$ cat config.mk
export PLATFORM = sky130hd
export DESIGN_NAME = regfile_param_sb_flat
export DESIGN_NICKNAME = d
export VERILOG_FILES = /design/src/rtl/regfile_param_sb_if.sv /design/src/rtl/regfile_param_sb.sv /design/src/flat_wrapper.sv
export SDC_FILE = /design/constraint.sdc
export NUM_CORES = 1
export LEC_CHECK = 0
export ABC_AREA = 0
export CAP_MARGIN = 20
export CORE_UTILIZATION = 30
export DETAILED_ROUTE_END_ITERATION = 16
export HOLD_SLACK_MARGIN = 0.12
export MAX_ROUTING_LAYER = met4
export SYNTH_ARGS = -nofsm -noshare
export SYNTH_HDL_FRONTEND = slang
export SYNTH_SLANG_ARGS = --single-unit
$ cat constraint.sdc
create_clock -name clk -period 9.2 [get_ports clk]
set_clock_uncertainty 0.1 [all_clocks]
set_input_delay 1.84 -clock clk [delete_from_list [all_inputs] [get_ports clk]]
set_output_delay 1.84 -clock clk [all_outputs]
set_load 0.02 [all_outputs]
$ cat src/rtl/regfile_param_sb_if.sv
// Register-file bus: decode read/issue side plus writeback write side.
// Clock and reset stay plain ports on the register file itself.
interface regfile_param_sb_if #(
    parameter int unsigned XLEN     = 32,
    parameter int unsigned DEPTH    = 32,
    parameter int unsigned NUM_READ = 2
);
    localparam int unsigned ADDR_W = $clog2(DEPTH);

    logic [NUM_READ*ADDR_W-1:0] rs_addr;
    logic [NUM_READ*XLEN-1:0]   rs_veri_o;
    logic [NUM_READ-1:0]        rs_pending_o;
    logic [ADDR_W-1:0]          rd;
    logic [XLEN-1:0]            rd_veri;
    logic                       yazma_denetimi;
    logic                       sb_set;
    logic [ADDR_W-1:0]          sb_rd;
    logic                       init_busy_o;

    modport master (
        output rs_addr, rd, rd_veri, yazma_denetimi, sb_set, sb_rd,
        input  rs_veri_o, rs_pending_o, init_busy_o
    );

    modport slave (
        input  rs_addr, rd, rd_veri, yazma_denetimi, sb_set, sb_rd,
        output rs_veri_o, rs_pending_o, init_busy_o
    );
endinterface

$ cat src/rtl/regfile_param_sb.sv
// Self-initialising integer register file with x0 hardwired to zero and a pending-write scoreboard.
// Optional same-cycle write-to-read bypass is enabled by defining REGFILE_BYPASS_EN.
module regfile_param_sb #(
    parameter int unsigned XLEN     = 32,
    parameter int unsigned DEPTH    = 32,
    parameter int unsigned NUM_READ = 2
) (
    input  logic               clk,
    input  logic               reset,
    regfile_param_sb_if.slave  bus
);
    localparam int unsigned       ADDR_W = $clog2(DEPTH);
    localparam logic [ADDR_W-1:0] LAST   = ADDR_W'(DEPTH - 1);

    typedef enum logic {ST_INIT, ST_READY} state_e;

    state_e            state_q, state_d;
    logic [ADDR_W-1:0] ptr_q, ptr_d;
    logic [DEPTH-1:0]  pend_q, pend_d;
    logic [XLEN-1:0]   mem [DEPTH];

    logic                       ready_c;
    logic                       wr_en_c;
    logic [ADDR_W-1:0]          raddr_c [NUM_READ];
    logic [NUM_READ*XLEN-1:0]   rs_data_c;
    logic [NUM_READ-1:0]        rs_pend_c;

    assign ready_c = (state_q == ST_READY);
    assign wr_en_c = ready_c && bus.yazma_denetimi && (bus.rd != '0);

    // Clear sweep walks ptr from 1 to DEPTH-1, then parks in READY until the next reset.
    always_comb begin
        state_d = state_q;
        ptr_d   = ptr_q;
        case (state_q)
            ST_INIT: begin
                ptr_d = ptr_q + ADDR_W'(1);
                if (ptr_q == LAST) begin
                    state_d = ST_READY;
                end
            end
            ST_READY: begin
                state_d = ST_READY;
            end
            default: begin
                state_d = ST_INIT;
            end
        endcase
    end

    always_ff @(posedge clk) begin
        if (reset) begin
            state_q <= ST_INIT;
            ptr_q   <= ADDR_W'(1);
        end else begin
            state_q <= state_d;
            ptr_q   <= ptr_d;
        end
    end

    // No reset on the array so it can map onto block RAM; the sweep provides the zeroing.
    always_ff @(posedge clk) begin
        if (!reset) begin
            if (state_q == ST_INIT) begin
                mem[ptr_q] <= '0;
            end else if (wr_en_c) begin
                mem[bus.rd] <= bus.rd_veri;
            end
        end
    end

    // A new issue to the same register outranks the write that retires the older one.
    always_comb begin
        pend_d = pend_q;
        if (ready_c) begin
            for (int unsigned k = 1; k < DEPTH; k++) begin
                if (bus.sb_set && (bus.sb_rd == ADDR_W'(k))) begin
                    pend_d[k] = 1'b1;
                end else if (bus.yazma_denetimi && (bus.rd == ADDR_W'(k))) begin
                    pend_d[k] = 1'b0;
                end
            end
        end
        pend_d[0] = 1'b0;
    end

    always_ff @(posedge clk) begin
        if (reset) begin
            pend_q <= '0;
        end else begin
            pend_q <= pend_d;
        end
    end

    for (genvar g = 0; g < NUM_READ; g++) begin : g_raddr
        assign raddr_c[g] = bus.rs_addr[g*ADDR_W +: ADDR_W];
    end

    always_comb begin
        rs_data_c = '0;
        rs_pend_c = '0;
        for (int unsigned i = 0; i < NUM_READ; i++) begin
            if (ready_c && (raddr_c[i] != '0)) begin
                rs_data_c[i*XLEN +: XLEN] = mem[raddr_c[i]];
                rs_pend_c[i]              = pend_q[raddr_c[i]];
`ifdef REGFILE_BYPASS_EN
                if (wr_en_c && (raddr_c[i] == bus.rd)) begin
                    rs_data_c[i*XLEN +: XLEN] = bus.rd_veri;
                    rs_pend_c[i]              = 1'b0;
                end
`endif
            end
        end
    end

    assign bus.rs_veri_o    = rs_data_c;
    assign bus.rs_pending_o = rs_pend_c;
    assign bus.init_busy_o  = (state_q == ST_INIT);
endmodule

$ cat src/flat_wrapper.sv
// flat-port wrapper written by rule: the top's interface ports become plain ports
module regfile_param_sb_flat 
#(
    parameter int unsigned XLEN     = 32,
    parameter int unsigned DEPTH    = 32,
    parameter int unsigned NUM_READ = 2
)
  (clk, reset, bus_rs_addr, bus_rd, bus_rd_veri, bus_yazma_denetimi, bus_sb_set, bus_sb_rd, bus_rs_veri_o, bus_rs_pending_o, bus_init_busy_o);
  regfile_param_sb_if #(.XLEN(XLEN), .DEPTH(DEPTH), .NUM_READ(NUM_READ)) bus_i ();
  input  logic clk;
  input  logic reset;
  input wire logic [$bits(bus_i.rs_addr)-1:0] bus_rs_addr;
  input wire logic [$bits(bus_i.rd)-1:0] bus_rd;
  input wire logic [$bits(bus_i.rd_veri)-1:0] bus_rd_veri;
  input wire logic [$bits(bus_i.yazma_denetimi)-1:0] bus_yazma_denetimi;
  input wire logic [$bits(bus_i.sb_set)-1:0] bus_sb_set;
  input wire logic [$bits(bus_i.sb_rd)-1:0] bus_sb_rd;
  output wire logic [$bits(bus_i.rs_veri_o)-1:0] bus_rs_veri_o;
  output wire logic [$bits(bus_i.rs_pending_o)-1:0] bus_rs_pending_o;
  output wire logic [$bits(bus_i.init_busy_o)-1:0] bus_init_busy_o;
  assign bus_i.rs_addr = bus_rs_addr;
  assign bus_i.rd = bus_rd;
  assign bus_i.rd_veri = bus_rd_veri;
  assign bus_i.yazma_denetimi = bus_yazma_denetimi;
  assign bus_i.sb_set = bus_sb_set;
  assign bus_i.sb_rd = bus_sb_rd;
  assign bus_rs_veri_o = bus_i.rs_veri_o;
  assign bus_rs_pending_o = bus_i.rs_pending_o;
  assign bus_init_busy_o = bus_i.init_busy_o;
  regfile_param_sb #(.XLEN(XLEN), .DEPTH(DEPTH), .NUM_READ(NUM_READ)) u_core (.clk(clk), .reset(reset), .bus(bus_i));
endmodule
# --- Word-level counts from Yosys, hierarchy flattened ---
# Memory sizes are Yosys's and may differ from the RTL's.
# Index checks and enable logic that the tools add are counted.
# W data, S select, Z words.
totals:
  ff_bits: 38
  mem_bits_rw: 1024
  inputBits: 56
  elab_cells: 316
  memories: 1
classes:
  n_addsub: 1
  n_lt_le_gt_ge: 2
  n_eq_ne: 63
  n_mux: 82
  n_bitwise: 1
  reduce_logical: 132
mem_list:
  columns: ["memory", "words", "width", "rd", "rd_ports_with_merged_regs", "write_ports", "line", "text"]
  rows:
  - ["u_core.mem", 32, 32, 2, 0, 1, "regfile_param_sb.sv:20", "logic [XLEN-1:0] mem [DEPTH];"]
op_table:
  columns: ["operator", "n"]
  rows:
  - ["$eq A5 B5 Y1 const B", 33]
  - ["$mux W32", 3]
  - ["$eq A5 B4 Y1 const B", 16]
  - ["$mux W1", 75]
  - ["$logic_and A1 B1 Y1", 66]
  - ["$reduce_and A2 Y1", 31]
  - ["$reduce_bool A2 Y1", 31]
  - ["$eq A5 B3 Y1 const B", 8]
  - ["$reduce_or A32 Y1", 1]
  - ["$eq A5 B2 Y1 const B", 4]
  - ["$reduce_bool A5 Y1", 3]
  - ["$lt A5 B6 Y1 const B", 2]
  - ["$bmux W1 S5", 2]
  - ["$eq A5 B1 Y1 const B", 2]
  - ["$add A5 B1 Y5 const B", 1]
  - ["$mux W5", 1]
  - ["$pmux W1 S2", 1]
  - ["$not A1 Y1", 1]

# --- Longest topological paths before layout ---
depth:
  ltp_word: 8
  mapped_depth: 9
  mapped_depth_nobuf: 5

# --- Least setup slack after synthesis ---
# OpenSTA, ideal clock, no wires.
synth_path:
  path_kind: "input port to flip-flop"
  startpoint: "in bus_rd[0]"
  endpoint: "mem u_core.mem[2][0], enable pin"
  setup_time_ns: 0.461
  arrival_ns: 5.053
  slack_ns: 3.586
  path_stages: 6
  n_path_buf: 2
  cell_sequence: "clkbuf_1 nor2_1 a211oi_1 o21bai_1 clkbuf_1 nor3_1"
synth_via:
  elab_chain_len: 8
synth_rtl:
  columns: ["element", "line", "text"]
  rows:
  - ["start: declaration", "flat_wrapper.sv:13", "input wire logic [$bits(bus_i.rd)-1:0] bus_rd;"]
  - ["$reduce_bool A5 Y1", "regfile_param_sb.sv:29", "assign wr_en_c = ready_c && bus.yazma_denetimi && (bus.rd != '0);"]
  - ["$logic_and A1 B1 Y1", "regfile_param_sb.sv:29", null]
  - ["$mux W1", "regfile_param_sb.sv:66", "end else if (wr_en_c) begin"]
  - ["$mux W1", "regfile_param_sb.sv:64", "if (state_q == ST_INIT) begin"]
  - ["$mux W1", "regfile_param_sb.sv:63", "if (!reset) begin"]
  - ["$mux W1 (implied by the code)", "regfile_param_sb.sv:67", "mem[bus.rd] <= bus.rd_veri;"]
  - ["$reduce_or A32 Y1 (no source line)", null, null]
  - ["$mux W5 (no source line) / $mux W1 (equally long branches)", null, null]
  - ["end: declaration", "regfile_param_sb.sv:20", null]
# Several ways; a longest one is shown, not always the timed one.

# --- Final worst setup path ---
layout_path:
  startpoint: "in bus_rs_addr[8]"
  endpoint: "out bus_rs_veri_o[41]"
layout_via:
  elab_chain_len: 3
layout_rtl:
  columns: ["element", "line", "text"]
  rows:
  - ["start: declaration", "flat_wrapper.sv:12", "input wire logic [$bits(bus_i.rs_addr)-1:0] bus_rs_addr;"]
  - ["branches (longest 2 deep; another with $mem_v2 Z32 W32)", null, null]
  - ["$mux W32 (*)", "regfile_param_sb.sv:103", "if (ready_c && (raddr_c[i] != '0)) begin"]
  - ["end: declaration", "flat_wrapper.sv:18", "output wire logic [$bits(bus_i.rs_veri_o)-1:0] bus_rs_veri_o;"]
# Every way passes the cells marked *.

==> results.yml <==
floorplanning:
  start_util_pct: 30.3
  ios: 123
  core_area_mm2: 0.166
  die_y_um: 411
  die_x_um: 411
  rows: 149
  dieArea_mm2: 0.169
setup_path:
  r2r-start: "u_core.ready_c"
  cp.required_ns: 7.26
  end_kind: "output port"
  arrival_ns: 5.75
  startpoint: "bus_rs_addr[8]"
  crit_type: "input pin to output port"
  crit_end: "bus_rs_veri_o[41]"
  r2r_setup_slack_ns: 5.76
  path_max_fanout: 22
  reg2regPathDepth: 5
  cp-start-kind: "input pin"
  r2r_end: "u_core.mem[24][16]"
global_route:
  grt_pass1_wl_um: 216000
  grt_max_degree: 107
  globalRouteTotalUtil_pct: 18.5
  grt_overflow: 0
  grt_pass1_vias: 28600
  antenna_found_initial: 8
clock_tree:
  clockBufferDepth: 3
  postCtsHoldBufs: 0
  cts-buffers-inserted: 101
  post_cts_buffers: 0
  clock-root-buffer: "clkbuf_16"
  htreeDepth: 3
  post_cts_resize_count: 0
  clk_latency_ns: 0.71
  clkSinkCount: 1061
  cts_tree: "yes"
  clk_pin_slew_worst_paths_ns: 0.06
logic_synthesis:
  avgSynthCellArea_um2: 19.6
  synth-compound-area-share_pct: 5.85
  syn-num-nets: 2620
  synthAdderAreaFrac_pct: 0.0498
  synth-simple-area-share_pct: 1.91
  synth_xor_xnor_area_share_pct: 0.0349
  synth.yosys.seq_area_share_pct: 62.7
  yosysUniqueCellTypes: 59
  syn-cell-area_mm2: 0.0502
  yosysWarnings: 0
  syn-instance-count: 2562
  synth_top_family_by_area: "multiplexers"
  synthMuxAreaShare_pct: 26.3
  ys_ff_latch: 1061
finish:
  syn_to_final_growth_pct: 13.8
  finalNetCount: 2723
  fillCellCount: 15500
  drive_gt1_share_pct: 28.2
placed_design:
  place_hpwl_um: 82200
  gp_congestion: 0.814
  port_buffers: 122
drt:
  viasPerCell: 5.68
  drc_errors: 0
  drt_iter0_markers: 3306
  ant_nets: 0
  via_count: 28000
  post_drt_wl_per_cell_um: 31.0
  detail_route.wirelength_um: 153000
  drt-pass1-iter-count: 5
min_path:
  hold_class: "flop to flop"
run:
  maxCapViolCount: 0
power:
  vdd_ir_drop_max_mv: 0.147
  leakage_nw: 16.1
  finalPower_mw: 10.2
  power_density_mw_per_mm2: 178
timing:
  period_minus_slack_ns: 7.69
  max_freq_ghz: 0.130
  fin_tns_setup_ns: 0
  slew_violations: 0
  worst_pin_slew_ns: 1.11
  fin_crit_sh_pct: 83.6
  rsz0062_at_grt: "no"
  slew_headroom_pct: 24.0
  setup_viol: 0
  hold_viol: 0
status:
  run_status: "finished clean"
-- power breakdown --
part           internal [mW]  switching (mW)
clock                   2.38            1.87
combinational          0.269           0.378
sequential              5.27          0.0229
total                   7.92            2.27
-- cell families (layout without fill, tap and decap cells) --
| logic type | Yosys count | in the layout |
|---|---|---|
| flip-flops | 1061 | 1061 |
| adder cells (fa/ha/maj) | 2 | 2 |
| AND/OR/NAND/NOR | 179 | 179 |
| other | 0 | 5 |
| XOR/XNOR | 2 | 2 |
| buffers and inverters | 215 | 401 |
| multiplexers | 731 | 731 |
| AO/OA/AOI/OAI | 372 | 372 |
-- state kept, by name, indices dropped and copies added (netlist names) --
signal	count
u_core.pend_q	31
u_core.ready_c	1
u_core.ptr_q	5
u_core.mem	1024
-- how the worst min path moves through the flow --
| stage | depth (start not counted) | end | startpoint | slack, ns |
|---|---|---|---|---|
| after detailed placement | 2 | u_core.pend_q[3] | u_core.pend_q[3] | 0.38 |
| after global placement | 2 | u_core.pend_q[9] | u_core.pend_q[9] | 0.38 |
| final | 2 | u_core.pend_q[16] | u_core.pend_q[16] | 0.40 |
| after global routing | 2 | u_core.pend_q[28] | u_core.pend_q[28] | 0.42 |
| after CTS | 2 | u_core.pend_q[3] | u_core.pend_q[3] | 0.39 |
| after floorplan | 2 | u_core.pend_q[22] | u_core.pend_q[22] | 0.36 |
-- cells in the mapped netlist, drive strengths merged --
cell           instances  share of area, %
nor3b                  3             0.045
dfxtp                 37               1.5
clkbuf                97               1.4
a211oi                33              0.65
o21bai                 1             0.015
a32oi                  2             0.035
a21o                   3             0.045
a31oi                  5             0.062
a21oi                 64              0.64
or3                    3             0.037
o22ai                 33              0.41
mux2i                270               5.4
buf                  108               1.6
clkdlybuf4s50          1             0.022
nand2b                 9              0.11
ha                     2             0.050
and3b                  4             0.070
o22a                  34              0.59
and2                  34              0.43
mux4                 461                21
o21ai                 33              0.33
and2b                  1             0.017
xnor2                  2             0.035
a2111oi               32              0.84
nand3b                 7              0.11
o221ai                65               1.1
or3b                   3             0.052
a22o                  32              0.56
a221oi                 1             0.017
nor2                  20              0.15
inv                    5             0.037
or4                    1             0.015
nand2                 41              0.31
and3                   3             0.037
a2bb2oi                1             0.017
a22oi                 32              0.48
edfxtp              1024                61
or2                    2             0.025
nor3                  35              0.35
dlygate4sd1            4             0.070
nand3                  6             0.060
o31ai                  1             0.025
nand4                  1             0.012
nor2b                  6             0.075
-- worst max-delay path, stage by stage --
cell and delay, ns:
clkdlybuf4s50_1 0.89, nor2b_4 0.90, buf_4 0.48, a22o_1 0.21, a2111oi_2 0.05, a211oi_1 0.59
clkdlybuf4s50_1 0.75
-- through the flow --
| stage | hold WS (ns) | worst slack (ns) | std cells | util, % | cell area [um2] |
|---|---|---|---|---|---|
| 2_1_floorplan | 0.360 | 3.59 | 2562 | - | 50200 |
| 3_3_place_gp | 0.380 | 1.52 | 4736 | 32.3 | 53500 |
| 3_5_place_dp | 0.385 | 1.49 | 4739 | 32.3 | 53500 |
| 4_1_cts | 0.393 | 1.46 | 4925 | 34.3 | 56900 |
| 5_1_grt | 0.422 | 1.46 | 4942 | 34.5 | 57100 |
| 6_report | 0.396 | 1.51 | 4942 | 34.5 | 57100 |
-- routing by layer --
layer | track usage [%] | share of wire, % | vias to the layer above
met4 | 5.69 | 2.9 | 0
met5 | - | 0 | -
met2 | 30.2 | 50 | 1279
met1 | 23.4 | 40 | 15200
met3 | 3.25 | 7.7 | 247
li1 | - | - | 11400
-- placed cells by master (no fill, tap or decap), types with 5 or more instances in the layout --
cell type,instances
nand2b_1,9
buf_16,7
clkinv_2,25
mux2i_1,270
clkbuf_1,15
o22a_1,34
clkbuf_16,105
o21ai_0,32
clkdlybuf4s50_1,115
buf_12,8
nand3b_1,6
nand3_1,5
a211oi_1,17
nor3_2,28
nor3_1,7
diode_2,5
clkinv_1,20
a21oi_1,63
nor2b_1,5
a2111oi_2,23
and2_1,32
a211oi_2,16
inv_1,5
a2111oi_0,9
o221ai_1,65
a31oi_1,5
mux4_2,420
edfxtp_1,1024
nor2_4,5
nand2_1,41
dfxtp_1,37
a22oi_1,32
a22o_1,32
buf_4,72
o22ai_1,33
mux4_1,20
mux4_4,21
bufinv_16,12
nor2_1,15
-- final cells by class --
cell class                      count  area (um2)  share of cell area, %
Sequential cell                  1061       31500                   55.1
Multi-Input combinational cell   1286       17400                   30.4
Tap cell                         2189        2740                   4.79
Clock buffer                      117        2610                   4.56
Timing Repair Buffer              210        2190                   3.84
Clock inverter                     69         704                   1.23
Inverter                            5        18.8                 0.0328
Antenna cell                        5        12.5                 0.0219
Note: power is estimated with default switching activity, not from simulation.
